===== src/rtl/ddr_sdram_ex_driver_ctrl_pkg.sv =====
// Shared types and helpers for the DDR SDRAM example-design self-test driver.
package ddr_sdram_ex_driver_ctrl_pkg;

    typedef enum logic [2:0] {
        IDLE    = 3'd0,
        WRITE   = 3'd1,
        READ    = 3'd2,
        WAIT_RD = 3'd3,
        DONE    = 3'd4
    } state_t;

    localparam int LFSR_W = 8;

    function automatic logic [LFSR_W-1:0] lane_seed(input int seed_base, input int lane);
        return LFSR_W'((seed_base + lane) % 256);
    endfunction

endpackage


===== src/rtl/ddr_sdram_ex_lfsr8.sv =====
// 8-bit Galois LFSR (x^8+x^4+x^3+x^2+1); reseeds to SEED whenever enable is low.
module ddr_sdram_ex_lfsr8
    import ddr_sdram_ex_driver_ctrl_pkg::*;
#(
    parameter logic [LFSR_W-1:0] SEED = 8'h20
) (
    input  logic              clk,
    input  logic              reset_n,
    input  logic              enable,
    input  logic              pause,
    input  logic              load,
    input  logic [LFSR_W-1:0] ldata,
    output logic [LFSR_W-1:0] data
);

    logic [LFSR_W-1:0] data_next;

    always_comb begin
        data_next = {data[LFSR_W-2:0], 1'b0} ^ (data[LFSR_W-1] ? 8'h1D : 8'h00);
    end

    always_ff @(posedge clk) begin
        if (!reset_n || !enable) begin
            data <= SEED;
        end else if (load) begin
            data <= ldata;
        end else if (!pause) begin
            data <= data_next;
        end
    end

endmodule


===== src/rtl/ddr_sdram_ex_driver_ctrl.sv =====
// Write/read-back self-test sequencer with sticky per-byte pass-not-fail.
// Define DDR_EX_DRIVER_LOOP_EN to restart a new pass automatically after DONE.
module ddr_sdram_ex_driver_ctrl
    import ddr_sdram_ex_driver_ctrl_pkg::*;
#(
    parameter int BYTES     = 2,
    parameter int ADDR_W    = 8,
    parameter int NUM_ADDR  = 256,
    parameter int SEED_BASE = 32
) (
    input  logic                 clk,
    input  logic                 reset,
    input  logic                 start,
    input  logic                 local_ready,
    output logic                 local_write_req,
    output logic                 local_read_req,
    output logic [ADDR_W-1:0]    local_addr,
    output logic [8*BYTES-1:0]   local_wdata,
    input  logic [8*BYTES-1:0]   local_rdata,
    input  logic                 local_rdata_valid,
    output logic [BYTES-1:0]     pnf_per_byte,
    output logic                 pnf,
    output logic                 test_complete
);

    localparam int CNT_W = ADDR_W + 1;

    state_t             state, state_next;
    logic               wr_next, rd_next, done_next;
    logic [ADDR_W-1:0]  addr_next;
    logic [BYTES-1:0]   pnf_next;
    logic [CNT_W-1:0]   rcv_cnt, cnt_next;
    logic [8*BYTES-1:0] cmp_data;
    logic [BYTES-1:0]   lane_mismatch;
    logic               lfsr_en, wr_accept, rd_accept, checking, last_addr, rx_done;

    // Reset is folded into the enable so both LFSR sets come out of reset at their seeds.
    assign lfsr_en   = !reset && (state != IDLE) && (state != DONE);
    assign wr_accept = local_write_req && local_ready;
    assign rd_accept = local_read_req && local_ready;
    assign checking  = (state == READ) || (state == WAIT_RD);
    assign last_addr = (local_addr == ADDR_W'(NUM_ADDR - 1));
    assign pnf       = &pnf_per_byte;

    for (genvar i = 0; i < BYTES; i++) begin : g_lane
        ddr_sdram_ex_lfsr8 #(.SEED(lane_seed(SEED_BASE, i))) u_wr_lfsr (
            .clk    (clk),
            .reset_n(1'b1),
            .enable (lfsr_en),
            .pause  (!wr_accept),
            .load   (1'b0),
            .ldata  ('0),
            .data   (local_wdata[8*i +: 8])
        );
        ddr_sdram_ex_lfsr8 #(.SEED(lane_seed(SEED_BASE, i))) u_cmp_lfsr (
            .clk    (clk),
            .reset_n(1'b1),
            .enable (lfsr_en),
            .pause  (!(checking && local_rdata_valid)),
            .load   (1'b0),
            .ldata  ('0),
            .data   (cmp_data[8*i +: 8])
        );
        assign lane_mismatch[i] = (local_rdata[8*i +: 8] != cmp_data[8*i +: 8]);
    end

    always_comb begin
        state_next = state;
        wr_next    = 1'b0;
        rd_next    = 1'b0;
        addr_next  = local_addr;
        pnf_next   = pnf_per_byte;
        cnt_next   = rcv_cnt;

        if (checking && local_rdata_valid) begin
            cnt_next = rcv_cnt + CNT_W'(1);
            pnf_next = pnf_per_byte & ~lane_mismatch;
        end
        rx_done = (cnt_next == CNT_W'(NUM_ADDR));

        case (state)
            IDLE: begin
                if (start) begin
                    state_next = WRITE;
                    wr_next    = 1'b1;
                    addr_next  = '0;
                    cnt_next   = '0;
                    pnf_next   = '1;
                end
            end
            WRITE: begin
                wr_next = 1'b1;
                if (wr_accept) begin
                    if (last_addr) begin
                        state_next = READ;
                        wr_next    = 1'b0;
                        rd_next    = 1'b1;
                        addr_next  = '0;
                    end else begin
                        addr_next = local_addr + ADDR_W'(1);
                    end
                end
            end
            READ: begin
                rd_next = 1'b1;
                if (rd_accept) begin
                    if (last_addr) begin
                        // The final beat can return in the same cycle as the last accept.
                        state_next = rx_done ? DONE : WAIT_RD;
                        rd_next    = 1'b0;
                        addr_next  = '0;
                    end else begin
                        addr_next = local_addr + ADDR_W'(1);
                    end
                end
            end
            WAIT_RD: begin
                if (rx_done) state_next = DONE;
            end
            DONE: begin
`ifdef DDR_EX_DRIVER_LOOP_EN
                state_next = WRITE;
                wr_next    = 1'b1;
                addr_next  = '0;
                cnt_next   = '0;
                if (start) pnf_next = '1;
`else
                if (start) begin
                    state_next = WRITE;
                    wr_next    = 1'b1;
                    addr_next  = '0;
                    cnt_next   = '0;
                    pnf_next   = '1;
                end
`endif
            end
            default: state_next = IDLE;
        endcase

        done_next = (state_next == DONE);
    end

    always_ff @(posedge clk) begin
        if (reset) begin
            state           <= IDLE;
            local_write_req <= 1'b0;
            local_read_req  <= 1'b0;
            local_addr      <= '0;
            pnf_per_byte    <= '1;
            rcv_cnt         <= '0;
            test_complete   <= 1'b0;
        end else begin
            state           <= state_next;
            local_write_req <= wr_next;
            local_read_req  <= rd_next;
            local_addr      <= addr_next;
            pnf_per_byte    <= pnf_next;
            rcv_cnt         <= cnt_next;
            test_complete   <= done_next;
        end
    end

endmodule


===== config.mk =====
export PLATFORM = sky130hd
export DESIGN_NAME = ddr_sdram_ex_driver_ctrl
export DESIGN_NICKNAME = d
export VERILOG_FILES = /design/src/rtl/ddr_sdram_ex_driver_ctrl_pkg.sv /design/src/rtl/ddr_sdram_ex_lfsr8.sv /design/src/rtl/ddr_sdram_ex_driver_ctrl.sv
export SDC_FILE = /design/constraint.sdc
export NUM_CORES = 1
export LEC_CHECK = 0
export ABC_AREA = 1
export CAP_MARGIN = 10
export CORE_MARGIN = 1.5
export CORE_UTILIZATION = 52
export DETAILED_ROUTE_END_ITERATION = 7
export MAX_ROUTING_LAYER = met4
export PLACE_DENSITY = 0.79
export SLEW_MARGIN = 40
export SYNTH_ARGS = -nofsm -noshare
export SYNTH_HDL_FRONTEND = slang
export SYNTH_SLANG_ARGS = --single-unit

===== constraint.sdc =====
create_clock -name clk -period 1.9 [get_ports clk]
set_input_delay 0.38 -clock clk [delete_from_list [all_inputs] [get_ports clk]]
set_output_delay 0.38 -clock clk [all_outputs]
set_load 0.005 [all_outputs]

==> results.tsv, run 1 <==
metric	value	unit
status	completed	
area.growth.synth_to_final	27.2	%
clock_latency	0.34	ns
tightest_slew	0.358	ns
wirelength	5860	um
synth.area.top_cells	dfxtp_1, nand2_1, a21oi_1	
ys_types	37	
relSlewSlack	0.761	
cts-root-buf	clkbuf_8	
fmax	577	MHz
fin_hold_ws	0.480	ns
slew_viol_final	0	
drc	0	
drive_gt1_frac	0.118	
dieHeight	76.6	um
fillers	439	
ios	51	
worstPathRequired	2.16	ns
ys_async_sr_fraction	0	
die_x	76.6	um
yosysWarnings	0	
synth_fp_nets	401	
synth_top_area_share	0.405	
grt_max_degree	25	
start_util	0.545	
skew	0.00853	ns
cts_buffer_depth	2	
pwr-share-comb	0.086	
finalSetupViolations	0	
dp_hpwl	4210	um
synth.most_common_cell	nand2_1	
netlist_area	0.00282	sq mm
clk_pin_slew_worst_paths	0.06	ns
cts.sinks	57	
cp_max_fo	5	
fin_nets	450	
ir_drop	476	uV
drtAntennaViolNets	0	
power_switching_share	0.221	
ys_seq_elements	57	
avgSynthCellArea	7.45	sq um
vias	2494	
ys.flop_type	dfxtp_1	
grt_usage	0.221	
diodes	0	
antenna_found_initial	0	
hold_viol	0	
first_iter_violations	86	
leakagePower	1.44	nW
fin_crit	1.73	ns
cell_internal_pwr	2.13	mW
cts_hold_buf	0	
cts_tree	done	
drt-vias-per-instance	4.97	
die_area	0.00587	sq mm
wl_per_cell	11.7	um
cp-start-kind	register	
drt_first_pass_iters	4	
gp_congestion	0.873	
powerDensity	764	mW/mm^2
seq_area_frac_synth	0.405	
grt_pass1_wl	10000	um
h-tree-depth	3	
io_buffers	50	
p_seq_frac	0.448	
overflow	0	
max-cap-violations	0	
core	0.00517	sq mm
fin_util	0.693	
power.share.clock	0.467	
crit_type	register to register	
p_sw	604	uW
grt_pass1_vias	2337	
rsz0062_at_grt	false	
synth_edf_count	0	
endpoint_kind	register	
cts_made_buffers	9	
ys_top_cells_by_count	nand2_1, dfxtp_1, inv_1	
syn_inst	378	
worst_ep_arrival_time	2.00	ns
rows	26	
post-route-period-util	0.911	
post-synth-top-area-cell	dfxtp_1	
hold_path.class	register to register	
power groups by stage:
stage	clock network (mW)	logic (mW)	registers [mW]
6_report	1.28	0.235	1.23
5_1_grt	1.34	0.259	1.23
4_1_cts	1.29	0.235	1.23
3_5_place_dp	0	0.232	1.25
3_3_place_gp	0	0.230	1.25
2_1_floorplan	0	0.131	1.25
placed cells by master (no fill, tap or decap), types with 2 or more instances in the layout:
cell type        instances
nand2_1                 83
dfxtp_1                 57
clkdlybuf4s50_1         50
inv_1                   41
a21oi_1                 37
nor2_1                  23
o21ai_0                 20
xnor2_1                 18
nand3_1                 16
clkbuf_8                11
nand4_1                 10
buf_4                    9
inv_2                    8
xor2_1                   6
nor2_4                   4
nor2_2                   4
a221oi_1                 4
nand2_2                  2
nor2_8                   2
a21oi_2                  2
o21bai_1                 2
o211ai_1                 2
o22ai_1                  2
nor3b_1                  2
ha_1                     2
bufinv_16                2
clkinv_2                 2
kinds of logic after synthesis:
family,share of synthesized area
xor gates and xnor gates,0.0746
DFF,0.405
buffers and inverters,0.114
AOI/OAI and AO/OA,0.139
and+or+nand+nor,0.259
adders and majority gates,0.00888
flip-flops by register name, summed over array words and instances, names as in the netlist:
register                flops
g_lane.u_cmp_lfsr.data     16
g_lane.u_wr_lfsr.data      16
local_addr                  8
local_read_req              1
local_write_req             1
pnf_per_byte                2
rcv_cnt                     9
state                       3
test_complete               1
metrics by stage:
stage	power (mW)	setup slack (ns)	TNS (ns)	area, sq um	cells
detailed placement	1.48	-0.0686	-0.217	3350	486
floorplan	1.38	0.392	0	2820	378
CTS	2.75	0.114	0	3570	502
finish	2.74	0.168	0	3580	502
global placement	1.48	0.0108	0	3350	486
global route	2.83	0.00996	0	3580	502
timing repair:
action,CTS,global route
setup buffers,0,0
endpoints found under the setup margin,0,4
resized for setup,0,2
layer usage:
| metal | track usage | vias up | part of all wire |
|---|---|---|---|
| met4 | 0.107 | 0 | 0.018 |
| li1 | - | 1301 | - |
| met2 | 0.368 | 58 | 0.49 |
| met3 | 0.0515 | 10 | 0.037 |
| met1 | 0.249 | 1125 | 0.46 |
| met5 | - | - | 0 |
final cells by class:
class | count | area (sq um) | area share
clock buffers | 11 | 151 | 0.0422
clock inverters | 5 | 77.6 | 0.0216
inverters | 51 | 194 | 0.0541
multi-input cells | 249 | 1360 | 0.381
flip-flops and latches | 57 | 1140 | 0.318
well taps | 70 | 87.6 | 0.0244
repair buffers | 59 | 568 | 0.159
worst paths after layout:
check,startpoint,end,slack [ns],cells after the start
worst max-delay path,local_addr[0],state[2],0.17,9
worst min-delay path,pnf_per_byte[0],pnf_per_byte[0],0.48,2
worst max register to register,local_addr[0],state[2],0.17,9
worst min register to register,pnf_per_byte[0],pnf_per_byte[0],0.48,2
critical path, cell delays in order (launching register included):
cell and delay [ns]:
dfxtp_1 0.39, ha_1 0.16, inv_1 0.06, nor2_2 0.17, nand3_1 0.16, nor2_4 0.16
nand3b_1 0.14, a21oi_2 0.19, nand3_1 0.11, a21oi_1 0.13
No activity file was read; power rests on OpenSTA's default activity.
==> run 2, diff against run 1 <==
Settings changed: CORE_UTILIZATION 52 to 47, PLACE_DENSITY 0.79 to 0.76.
Clock period 1.9 ns to 1.5 ns, I/O delays scaled along.
==> results.tsv, run 2 (same netlist as run 1, synthesis figures left out) <==
metric	value	unit	change
top_regs	g_lane.u_cmp_lfsr.data (16), g_lane.u_wr_lfsr.data (16), rcv_cnt (9)		
status	finished with violations		
cp_max_fo	3		-2
drt_first_pass_iters	4		unchanged
power	3.24	mW	+19%
slew_viol_final	0		unchanged
layout_commonest_cell	nand2_1		
cts.sinks	57		unchanged
finalSetupViolations	5		+5
mostFrequentLayoutCells	nand2_1, buf_4, inv_1		
cp-start-kind	register		
cts_made_buffers	9		unchanged
fin_hold_ws	0.458	ns	-0.0220 ns
instances_no_fill	545		+8.6%
crit_type	register to register		
multi_input_area	0.00153	sq mm	+12%
crit_family	simple AND/OR/NAND/NOR gates		
gp_congestion	0.865		-0.96%
critical-path-max-stage-delay	0.35	ns	-0.04 ns
area.growth.synth_to_final	45.5	%	
wl_per_cell	13.0	um	+11%
fin_util	0.701		+0.00781
cp_cell_sequence	ha_4, inv_2, nor2_4, nand3_4, nor2_4, nand3b_1, a21oi_2, nand3_2, a21oi_1		
fmax	645	MHz	+12%
clock_latency	0.34	ns	about the same
diodes	0		unchanged
drc	0		unchanged
grt_max_degree	26		+4.0%
ir_drop	527	uV	+11%
drive_gt1_frac	0.309		+0.190
seq_area	0.00118	sq mm	+3.5%
die_x	80.4	um	+5.0%
cts_buffer_depth	2		unchanged
relSlewSlack	0.809		+0.0482
crit_top_cell	nor2_4		
crit_buf_inv	1		unchanged
cp_slowest_cell	dfxtp_2		
grt_pass1_vias	2566		+9.8%
grt_usage	0.225		+0.00385
worst_ep_arrival_time	1.82	ns	-0.18 ns
wirelength	7080	um	+21%
overflow	0		unchanged
placed_cells	520		+7.0%
rsz0062_at_grt	true		
clk_pin_slew_worst_paths	0.06	ns	about the same
hold_path.class	register to register		
fin_setup_tns	-0.162	ns	-0.162 ns
fin_crit	1.55	ns	-0.182 ns
setup_ws	-0.0498	ns	-0.218 ns
cts_tree	done		
start_util	0.481		-0.0631
io_buffers	50		unchanged
dieHeight	80.4	um	+5.0%
cts-root-buf	clkbuf_8		
antenna_found_initial	0		unchanged
first_iter_violations	134		+56%
fin_nets	489		+8.7%
dp_hpwl	4620	um	+9.5%
skew	0.00628	ns	-0.00225 ns
tightest_slew	0.285	ns	-0.0728 ns
drtAntennaViolNets	0		unchanged
grt_pass1_wl	10800	um	+8.1%
h-tree-depth	3		unchanged
die_area	0.00647	sq mm	+10%
powerDensity	791	mW/mm^2	+3.6%
fillers	443		+0.91%
core	0.00585	sq mm	+13%
worstPathRequired	1.77	ns	-0.39 ns
hold_viol	0		unchanged
rows	28		+7.7%
max-cap-violations	0		unchanged
ios	51		unchanged
endpoint_kind	register		
violations	negative setup slack		
drt-vias-per-instance	5.02		+1.0%
post-route-period-util	1.03		+0.122
leakagePower	1.91	nW	+32%
vias	2735		+9.7%
run 2: cell types whose count changed in the layout (fill, tap and decap cells not counted), sizes merged:
cell | previous run | this run
inv | 50 | 49
buf | 9 | 48
clkinvlp | 1 | 0
dlygate4sd2 | 0 | 11
clkdlybuf4s50 | 50 | 25
bufinv | 2 | 0
clkinv | 3 | 5
clkbuf | 11 | 12
dlymetal6s2s | 0 | 14
run 2: path summary, 6_finish.rpt:
| kind | start | end | slack, ns | cells past startpoint |
|---|---|---|---|---|
| setup / recovery | local_addr[0] | test_complete | -0.05 | 9 |
| hold / removal | pnf_per_byte[0] | pnf_per_byte[0] | 0.46 | 2 |
| setup reg to reg | local_addr[0] | test_complete | -0.05 | 9 |
| hold reg to reg | pnf_per_byte[0] | pnf_per_byte[0] | 0.46 | 2 |
run 2: through the flow:
stage / worst slack [ns] / area (sq um)
after floorplan: 0.0258 / 2820
after global placement: -0.301 / 3590
after detailed placement: -0.358 / 3590
after CTS: 0.000000999 / 3850
after global routing: -0.168 / 4100
final: -0.0498 / 4100
run 2: cell type report:
type                            instances  area share
Multi-Input combinational cell        249       0.374
Clock buffer                           12      0.0403
Inverter                               51      0.0498
Timing Repair Buffer                   98       0.221
Sequential cell                        57       0.288
Clock inverter                          3     0.00366
Tap cell                               75      0.0229
run 2: worst register-to-register path: stages, from the launching register on:
cell and delay, ns:
dfxtp_2 0.35, ha_4 0.13, inv_2 0.04, nor2_4 0.11
nand3_4 0.09, nor2_4 0.12, nand3b_1 0.13, a21oi_2 0.25
nand3_2 0.12, a21oi_1 0.14
run 2: metal layers:
layer / vias to the layer above / GRT usage / part of all wire
met3: 18 / 0.0591 / 0.047
met2: 70 / 0.365 / 0.49
met5: - / - / 0
li1: 1382 / - / -
met4: 0 / 0.122 / 0.031
met1: 1265 / 0.251 / 0.44
run 2: power breakdown:
part / switching [mW] / total, mW / leakage (nW) / internal [mW]
registers: 0.0180 / 1.55 / 0.471 / 1.53
logic: 0.188 / 0.383 / 1.34 / 0.195
clock network: 0.591 / 1.31 / 0.0980 / 0.716
total: 0.797 / 3.24 / 1.91 / 2.45
run 2: timing repair:
action,4_1_cts,5_1_grt
pin swaps,11,10
hold buffers,0,0
setup endpoints to repair,32,27
gates resized for setup,40,65
setup buffers,5,6
